$ cat src/rtl/if_id_buffer_if.sv
// Fetch-to-decode handshake bundle for the IF/ID buffer.
// master = fetch/decode environment side, slave = buffer side.
interface if_id_buffer_if #(
  parameter int WORD_SIZE = 32
);
  logic [WORD_SIZE-1:0] inPC;
  logic [WORD_SIZE-1:0] inInstruction;
  logic                 inValid;
  logic                 inReady;
  logic                 flush;
  logic [WORD_SIZE-1:0] outPC;
  logic [WORD_SIZE-1:0] outInstruction;
  logic                 outValid;
  logic                 outReady;

  modport master (
    output inPC, inInstruction, inValid, flush, outReady,
    input  inReady, outPC, outInstruction, outValid
  );

  modport slave (
    input  inPC, inInstruction, inValid, flush, outReady,
    output inReady, outPC, outInstruction, outValid
  );
endinterface

$ cat src/rtl/if_id_buffer.sv
// IF/ID pipeline buffer: circular FIFO of {PC, instruction} with valid/ready
// handshakes on both sides, flush kill and asynchronous active-low reset.
module if_id_buffer #(
  parameter int WORD_SIZE = 32,
  parameter int DEPTH     = 2
) (
  input  logic           clk,
  input  logic           rst,
  if_id_buffer_if.slave  bus
);
  localparam int            AW      = $clog2(DEPTH);
  localparam logic [AW:0]   W_DEPTH = (AW+1)'(DEPTH);
  localparam logic [AW:0]   W_ONE   = (AW+1)'(1);
  localparam logic [AW-1:0] P_ONE   = AW'(1);

  logic [WORD_SIZE-1:0] r_pc_mem    [DEPTH];
  logic [WORD_SIZE-1:0] r_instr_mem [DEPTH];
  logic [AW-1:0]        r_rd_ptr;
  logic [AW-1:0]        r_wr_ptr;
  logic [AW:0]          r_count;

  logic w_in_ready;
  logic w_out_valid;
  logic w_push;
  logic w_pop;

  // Both handshake flags come from the registered count only, so there is
  // no combinational path from outReady to inReady.
  assign w_in_ready  = (r_count < W_DEPTH);
  assign w_out_valid = (r_count != '0);
  assign w_push      = bus.inValid & w_in_ready & ~bus.flush;
  assign w_pop       = w_out_valid & bus.outReady & ~bus.flush;

  assign bus.inReady        = w_in_ready;
  assign bus.outValid       = w_out_valid;
  assign bus.outPC          = w_out_valid ? r_pc_mem[r_rd_ptr]    : '0;
  assign bus.outInstruction = w_out_valid ? r_instr_mem[r_rd_ptr] : '0;

  always_ff @(posedge clk or negedge rst) begin
    if (!rst) begin
      r_rd_ptr <= '0;
      r_wr_ptr <= '0;
      r_count  <= '0;
    end else if (bus.flush) begin
      r_rd_ptr <= '0;
      r_wr_ptr <= '0;
      r_count  <= '0;
    end else begin
      if (w_push) r_wr_ptr <= r_wr_ptr + P_ONE;
      if (w_pop)  r_rd_ptr <= r_rd_ptr + P_ONE;
      case ({w_push, w_pop})
        2'b10:   r_count <= r_count + W_ONE;
        2'b01:   r_count <= r_count - W_ONE;
        default: r_count <= r_count;
      endcase
    end
  end

  // Storage is not reset; stale contents are masked by outValid.
  always_ff @(posedge clk) begin
    if (w_push) begin
      r_pc_mem[r_wr_ptr]    <= bus.inPC;
      r_instr_mem[r_wr_ptr] <= bus.inInstruction;
    end
  end
endmodule

$ cat src/flat_wrapper.sv
// flat-port wrapper written by rule: the top's interface ports become plain ports
module if_id_buffer_flat 
#(
  parameter int WORD_SIZE = 32,
  parameter int DEPTH     = 2
)
  (clk, rst, bus_inPC, bus_inInstruction, bus_inValid, bus_flush, bus_outReady, bus_inReady, bus_outPC, bus_outInstruction, bus_outValid);
  if_id_buffer_if #(.WORD_SIZE(WORD_SIZE)) bus_i ();
  input  logic clk;
  input  logic rst;
  input wire logic [$bits(bus_i.inPC)-1:0] bus_inPC;
  input wire logic [$bits(bus_i.inInstruction)-1:0] bus_inInstruction;
  input wire logic [$bits(bus_i.inValid)-1:0] bus_inValid;
  input wire logic [$bits(bus_i.flush)-1:0] bus_flush;
  input wire logic [$bits(bus_i.outReady)-1:0] bus_outReady;
  output wire logic [$bits(bus_i.inReady)-1:0] bus_inReady;
  output wire logic [$bits(bus_i.outPC)-1:0] bus_outPC;
  output wire logic [$bits(bus_i.outInstruction)-1:0] bus_outInstruction;
  output wire logic [$bits(bus_i.outValid)-1:0] bus_outValid;
  assign bus_i.inPC = bus_inPC;
  assign bus_i.inInstruction = bus_inInstruction;
  assign bus_i.inValid = bus_inValid;
  assign bus_i.flush = bus_flush;
  assign bus_i.outReady = bus_outReady;
  assign bus_inReady = bus_i.inReady;
  assign bus_outPC = bus_i.outPC;
  assign bus_outInstruction = bus_i.outInstruction;
  assign bus_outValid = bus_i.outValid;
  if_id_buffer #(.WORD_SIZE(WORD_SIZE), .DEPTH(DEPTH)) u_core (.clk(clk), .rst(rst), .bus(bus_i));
endmodule
$ cat config.mk
export PLATFORM = sky130hd
export DESIGN_NAME = if_id_buffer_flat
export DESIGN_NICKNAME = d
export VERILOG_FILES = /design/src/rtl/if_id_buffer_if.sv /design/src/rtl/if_id_buffer.sv /design/src/flat_wrapper.sv
export SDC_FILE = /design/constraint.sdc
export NUM_CORES = 1
export LEC_CHECK = 0
export BUFFER_PORTS_ARGS = -buffer_cell sky130_fd_sc_hd__buf_2
export CAP_MARGIN = 5
export CORE_UTILIZATION = 56
export CTS_CLUSTER_DIAMETER = 80
export DETAILED_ROUTE_END_ITERATION = 10
export GPL_TIMING_DRIVEN = 0
export PLACE_DENSITY_LB_ADDON = 0.15
export SLEW_MARGIN = 10
export SYNTH_ARGS = -nofsm -noshare
export SYNTH_HDL_FRONTEND = slang
export SYNTH_SLANG_ARGS = --single-unit
$ cat constraint.sdc
create_clock -name clk -period 16.5 [get_ports clk]
set_input_delay 2.475 -clock clk [delete_from_list [all_inputs] [get_ports clk]]
set_output_delay 2.475 -clock clk [all_outputs]
set_load 0.03 [all_outputs]
# [Yosys cells after proc, flatten, opt, wreduce, memory -nomap -nowiden]
# Memory sizes are Yosys's and may differ from the RTL's.
# Index checks and enable logic that the tools add are counted.
[totals] out_inout_bits=66 input_bits=69 latchBits=0 reg_bits=4 memories=2 mem_bits_rw=128 elab_cells=31 rom_bits=0
[op_classes] bitwise_logic=5 muxes=10 n_eq_ne=2 n_addsub=4 n_lt_le_gt_ge=1 mul=0 reduce_logical=4 shifts=0 div_mod_pow=0
[mem_list] name="u_core.r_instr_mem" depth=2 width=32 read_ports=1 rd_ports_with_merged_regs=0 wr=1 line_no="if_id_buffer.sv:17" source="logic [WORD_SIZE-1:0] r_instr_mem [DEPTH];"
[mem_list] name="u_core.r_pc_mem" depth=2 width=32 read_ports=1 rd_ports_with_merged_regs=0 wr=1 line_no="if_id_buffer.sv:16" source="logic [WORD_SIZE-1:0] r_pc_mem [DEPTH];"
[ops] cell="32-bit 2-to-1 mux" n=2
[ops] cell="1-bit 2-to-1 mux" n=6
[ops] cell="2-bit nonzero test" n=3
[ops] cell="1-bit AND" n=4
[ops] cell="2-bit case mux with 2 select lines" n=1
[ops] cell="3-bit nonzero test" n=1
[ops] cell="1-bit adder, second input constant" n=2
[ops] cell="2-bit by 1-bit adder with 2-bit output, second input constant" n=1
[ops] cell="2-bit by 1-bit equality test with 1-bit output, second input constant" n=1
[ops] cell="2-bit equality test, second input constant" n=1
[ops] cell="2-bit < comparator, second input constant" n=1
[ops] cell="2-bit 2-to-1 mux" n=1
[ops] cell="2-bit by 1-bit subtractor with 2-bit output, second input constant" n=1
[ops] cell="1-bit inverter" n=1

# [Depth between registers and ports, before layout]
[logic_depth] word_depth=6 mapped_depth=4 ltp_nobuf=3

# [Worst setup path after synthesis]
# Ideal clock, no wire load.
[synth_timing] path_kind="in2reg" start="input port bus_inValid" end="memory u_core.r_instr_mem[1][0], enable pin" t_arrival_ns=7.236 path_buffers=0 path_slack_ns=8.686 t_required_ns=15.922 path_stages=2 setup_time_ns=0.578 path_cell_list="nand2b_4 -> nor3b_1"
[synth_between] elab_chain_len=4
[synth_lines] element="start, declared" line_no="flat_wrapper.sv:13" source="input wire logic [$bits(bus_i.inValid)-1:0] bus_inValid;"
[synth_lines] element="1-bit AND (2 in series)" line_no="if_id_buffer.sv:31" source="assign w_push = bus.inValid & w_in_ready & ~bus.flush;"
[synth_lines] element="1-bit 2-to-1 mux" line_no="if_id_buffer.sv:61" source="if (w_push) begin"
[synth_lines] element="1-bit 2-to-1 mux (not written as such)" line_no="if_id_buffer.sv:63" source="r_instr_mem[r_wr_ptr] <= bus.inInstruction;"
[synth_lines] element="end, declared" line_no="if_id_buffer.sv:17"
# Every way passes these cells.

# [Final worst setup path]
[layout_timing] start="register u_core.r_count[1]" end="output port bus_outPC[27]"
[layout_between] elab_chain_len=2
[layout_lines] element="start, declared" line_no="if_id_buffer.sv:20" source="logic [AW:0] r_count;"
[layout_lines] element="start signal, assigned" line_no="if_id_buffer.sv:52" source="2'b10: r_count <= r_count + W_ONE;"
[layout_lines] element="start signal, assigned" line_no="if_id_buffer.sv:53" source="2'b01: r_count <= r_count - W_ONE;"
[layout_lines] element="start signal, assigned" line_no="if_id_buffer.sv:54" source="default: r_count <= r_count;"
[layout_lines] element="2-bit nonzero test" line_no="if_id_buffer.sv:30" source="assign w_out_valid = (r_count != '0);"
[layout_lines] element="32-bit 2-to-1 mux" line_no="if_id_buffer.sv:36" source="assign bus.outPC = w_out_valid ? r_pc_mem[r_rd_ptr] : '0;"
[layout_lines] element="end, declared" line_no="flat_wrapper.sv:17" source="output wire logic [$bits(bus_i.outPC)-1:0] bus_outPC;"
# Every way passes these cells.

==> results.json <==
{
  "worstSetupPathType": "flop to primary output",
  "yosysUniqueCellTypes": 22,
  "diodes": 0,
  "hold_viol": 0,
  "fin_crit_sh_pct": 25.6,
  "endpoint_kind": "primary output",
  "maxSlewViolCount": 0,
  "synth.top_cells.by_count": "edfxtp_1, nor2_1, mux2i_1",
  "clock-sinks": 132,
  "numPortBuffers": 134,
  "clk_pin_slew_ns": 0.06,
  "rrSetupSlack_ns": 14.25,
  "ant_nets": 0,
  "hold_end": "u_core.r_wr_ptr",
  "async_reset_ff_share_pct": 3.03,
  "synth_area_per_cell_um2": 17.3,
  "cts_tree": "built",
  "start_util_pct": 58.0,
  "leakage_nw": 2.59,
  "crit_path_top_delay_cell": "dfrtp_1",
  "dieArea_mm2": 0.00947,
  "cts-resized-gates": 0,
  "synth.largest_area_cell": "edfxtp_1",
  "wl_per_cell_um": 15.8,
  "area_growth_pct": 30.1,
  "wirelength_um": 9220,
  "fp.dieH_um": 97.3,
  "r2r_cells": 5,
  "first_pass_iters": 4,
  "crit_chain": "nor2_2 -> buf_6 -> buf_2 -> nor2_1 -> buf_2",
  "dpl.hpwl_um": 6360,
  "crit_start": "u_core.r_count[1]",
  "cp_num_buf_inv": 3,
  "holdPathStages": 2,
  "synthFlopType": "edfxtp_1",
  "place_inst": 550,
  "cp_top_family": "buffers and inverters",
  "yosys.area.top_type_share_pct": 75.6,
  "place.gp.congestion": 0.683,
  "synth_seq_cells": 132,
  "crit_path_max_incr_delay_ns": 0.45,
  "fin_nets": 530,
  "cp_common_cell": "buf_2",
  "tightestPinTransition_ns": 0.873,
  "synth_fp_nets": 363,
  "first_global_vias": 3075,
  "outcome": "finished clean",
  "coreArea_mm2": 0.00876,
  "critical_path.reg2reg.startpoint": "u_core.r_count[1]",
  "clk_latency_ns": 0.50,
  "peakVddDrop_uv": 99.9,
  "drt_iter0_drc": 111,
  "placed_cell_area_mm2": 0.00604,
  "relSlewSlack_pct": 41.5,
  "hp-class": "flop to flop",
  "tns_ns": 0,
  "antenna_found_initial": 1,
  "grt_max_degree": 17,
  "cts.htree.levels": 4,
  "via_count": 2969,
  "synth-seq-area-share_pct": 77.6,
  "grt.total_usage_pct": 20.9,
  "vias_per_cell": 5.10,
  "synth_edf_count": 128,
  "cts_root_buf": "clkbuf_8",
  "netlist_instances": 294,
  "worstSetupStartpointType": "flop",
  "final_cells": 582,
  "clk_path_buf_depth": 2,
  "synth.most_common_cell": "edfxtp_1",
  "ios": 135,
  "numCtsBuffers": 17,
  "cp.arrival_ns": 1.75,
  "fin_crit_ns": 4.23,
  "synthesis.area_mm2": 0.00508,
  "grt_pass1_wl_um": 14900,
  "worstHoldStart": "u_core.r_wr_ptr",
  "rsz0062_at_grt": "false",
  "final_area_mm2": 0.00662,
  "fin_skew_ns": 0.00705,
  "crit_required_ns": 14.03,
  "path_max_fanout": 10,
  "cts_hold_buf": 0,
  "r2r-end": "u_core.r_instr_mem[0][27]",
  "power.density_mw_per_mm2": 129,
  "die_x_um": 97.3,
  "drv_cap": 0,
  "ys_warn_count": 0,
  "post-cts-setup-buffers": 0,
  "synth_area_leaders": "edfxtp_1, mux2i_1, nor2_1",
  "drc": 0,
  "overflow": 0,
  "fmax_mhz": 237,
  "num_rows": 34,
  "setup_viol": 0,
  "drive_above_1_share_pct": 41.6
}
[layer usage]
layer / vias to the layer above / global-route usage, % / routed length, µm
li1: 1429 / - / -
met4: 2 / 7.35 / 69
met5: - / 0 / 13
met3: 7 / 6.76 / 469
met2: 93 / 35.6 / 4790
met1: 1438 / 25.2 / 3880
[worst max path at each step]
| stage | end | slack [ns] | cells after the start |
|---|---|---|---|
| floorplan | u_core.r_instr_mem[1][0] | 8.69 | 2 |
| global placement | u_core.r_instr_mem[1][22] | 6.07 | 3 |
| detailed placement | u_core.r_instr_mem[0][22] | 12.18 | 5 |
| CTS | bus_outInstruction[3] | 12.24 | 5 |
| global route | bus_outInstruction[24] | 12.14 | 5 |
| finish | bus_outPC[27] | 12.27 | 5 |
[area by class of cell]
class                   count  area, µm²
clock buffers              18        418
fillers                   599       2150
repair buffers            148        806
well taps                 108        135
flip-flops and latches    132       3940
inverters                   2       7.51
clock inverters            14        161
multi-input cells         146       1010
plain buffers              14        135
[state kept, by name, indices dropped and copies added (netlist names)]
register / count
u_core.r_instr_mem: 64
u_core.r_pc_mem: 64
u_core.r_count: 2
u_core.r_rd_ptr: 1
u_core.r_wr_ptr: 1
[cells by family (layout without fill, tap and decap cells)]
logic type | Yosys count | after routing | share of synthesized area (%)
flops | 132 | 132 | 77.6
compound gates | 5 | 5 | 0.541
xor+xnor | 2 | 2 | 0.345
mux | 65 | 65 | 12.8
simple gates | 74 | 74 | 5.95
buf+inv | 16 | 196 | 2.80
[through the flow]
step	total power, mW	hold slack, ns	worst slack, ns	utilization [%]
3_3_place_gp	0.499	0.538	6.07	67.2
6_report	0.856	0.594	12.27	75.5
4_1_cts	0.863	0.604	12.24	75.5
3_5_place_dp	0.502	0.589	12.18	68.9
5_1_grt	0.885	0.633	12.14	75.5
2_1_floorplan	0.467	0.519	8.69	-
[tightest hold or removal path, stage by stage (launching register included)]
cell and delay (ns):
dfrtp_1 0.39, xor2_1 0.08, nor2_1 0.08
[cells in the final DEF, fill, tap and decap left out]
cell,count
buf_2,140
edfxtp_1,128
nor2_1,66
mux2i_1,65
clkbuf_16,16
buf_6,10
buf_4,7
buf_8,5
clkinv_2,4
clkinvlp_4,4
dfrtp_1,4
bufinv_16,3
nor2b_1,2
a21oi_1,2
xor2_1,2
nor2_2,1
inv_1,1
nand2b_4,1
nor3b_2,1
nor3_2,1
nand2_1,1
a21o_1,1
o21ai_0,1
nand2b_1,1
o21ai_1,1
inv_2,1
clkbuf_8,1
clkinv_1,1
clkinv_4,1
clkbuf_1,1
inv_6,1
[power breakdown]
| part | internal [mW] | switching [mW] | total [mW] |
|---|---|---|---|
| clock | 0.229 | 0.133 | 0.362 |
| combinational | 0.0384 | 0.0684 | 0.107 |
| sequential | 0.384 | 0.00391 | 0.388 |
| total | 0.651 | 0.205 | 0.856 |
No activity file was read; power rests on OpenSTA's default activity.
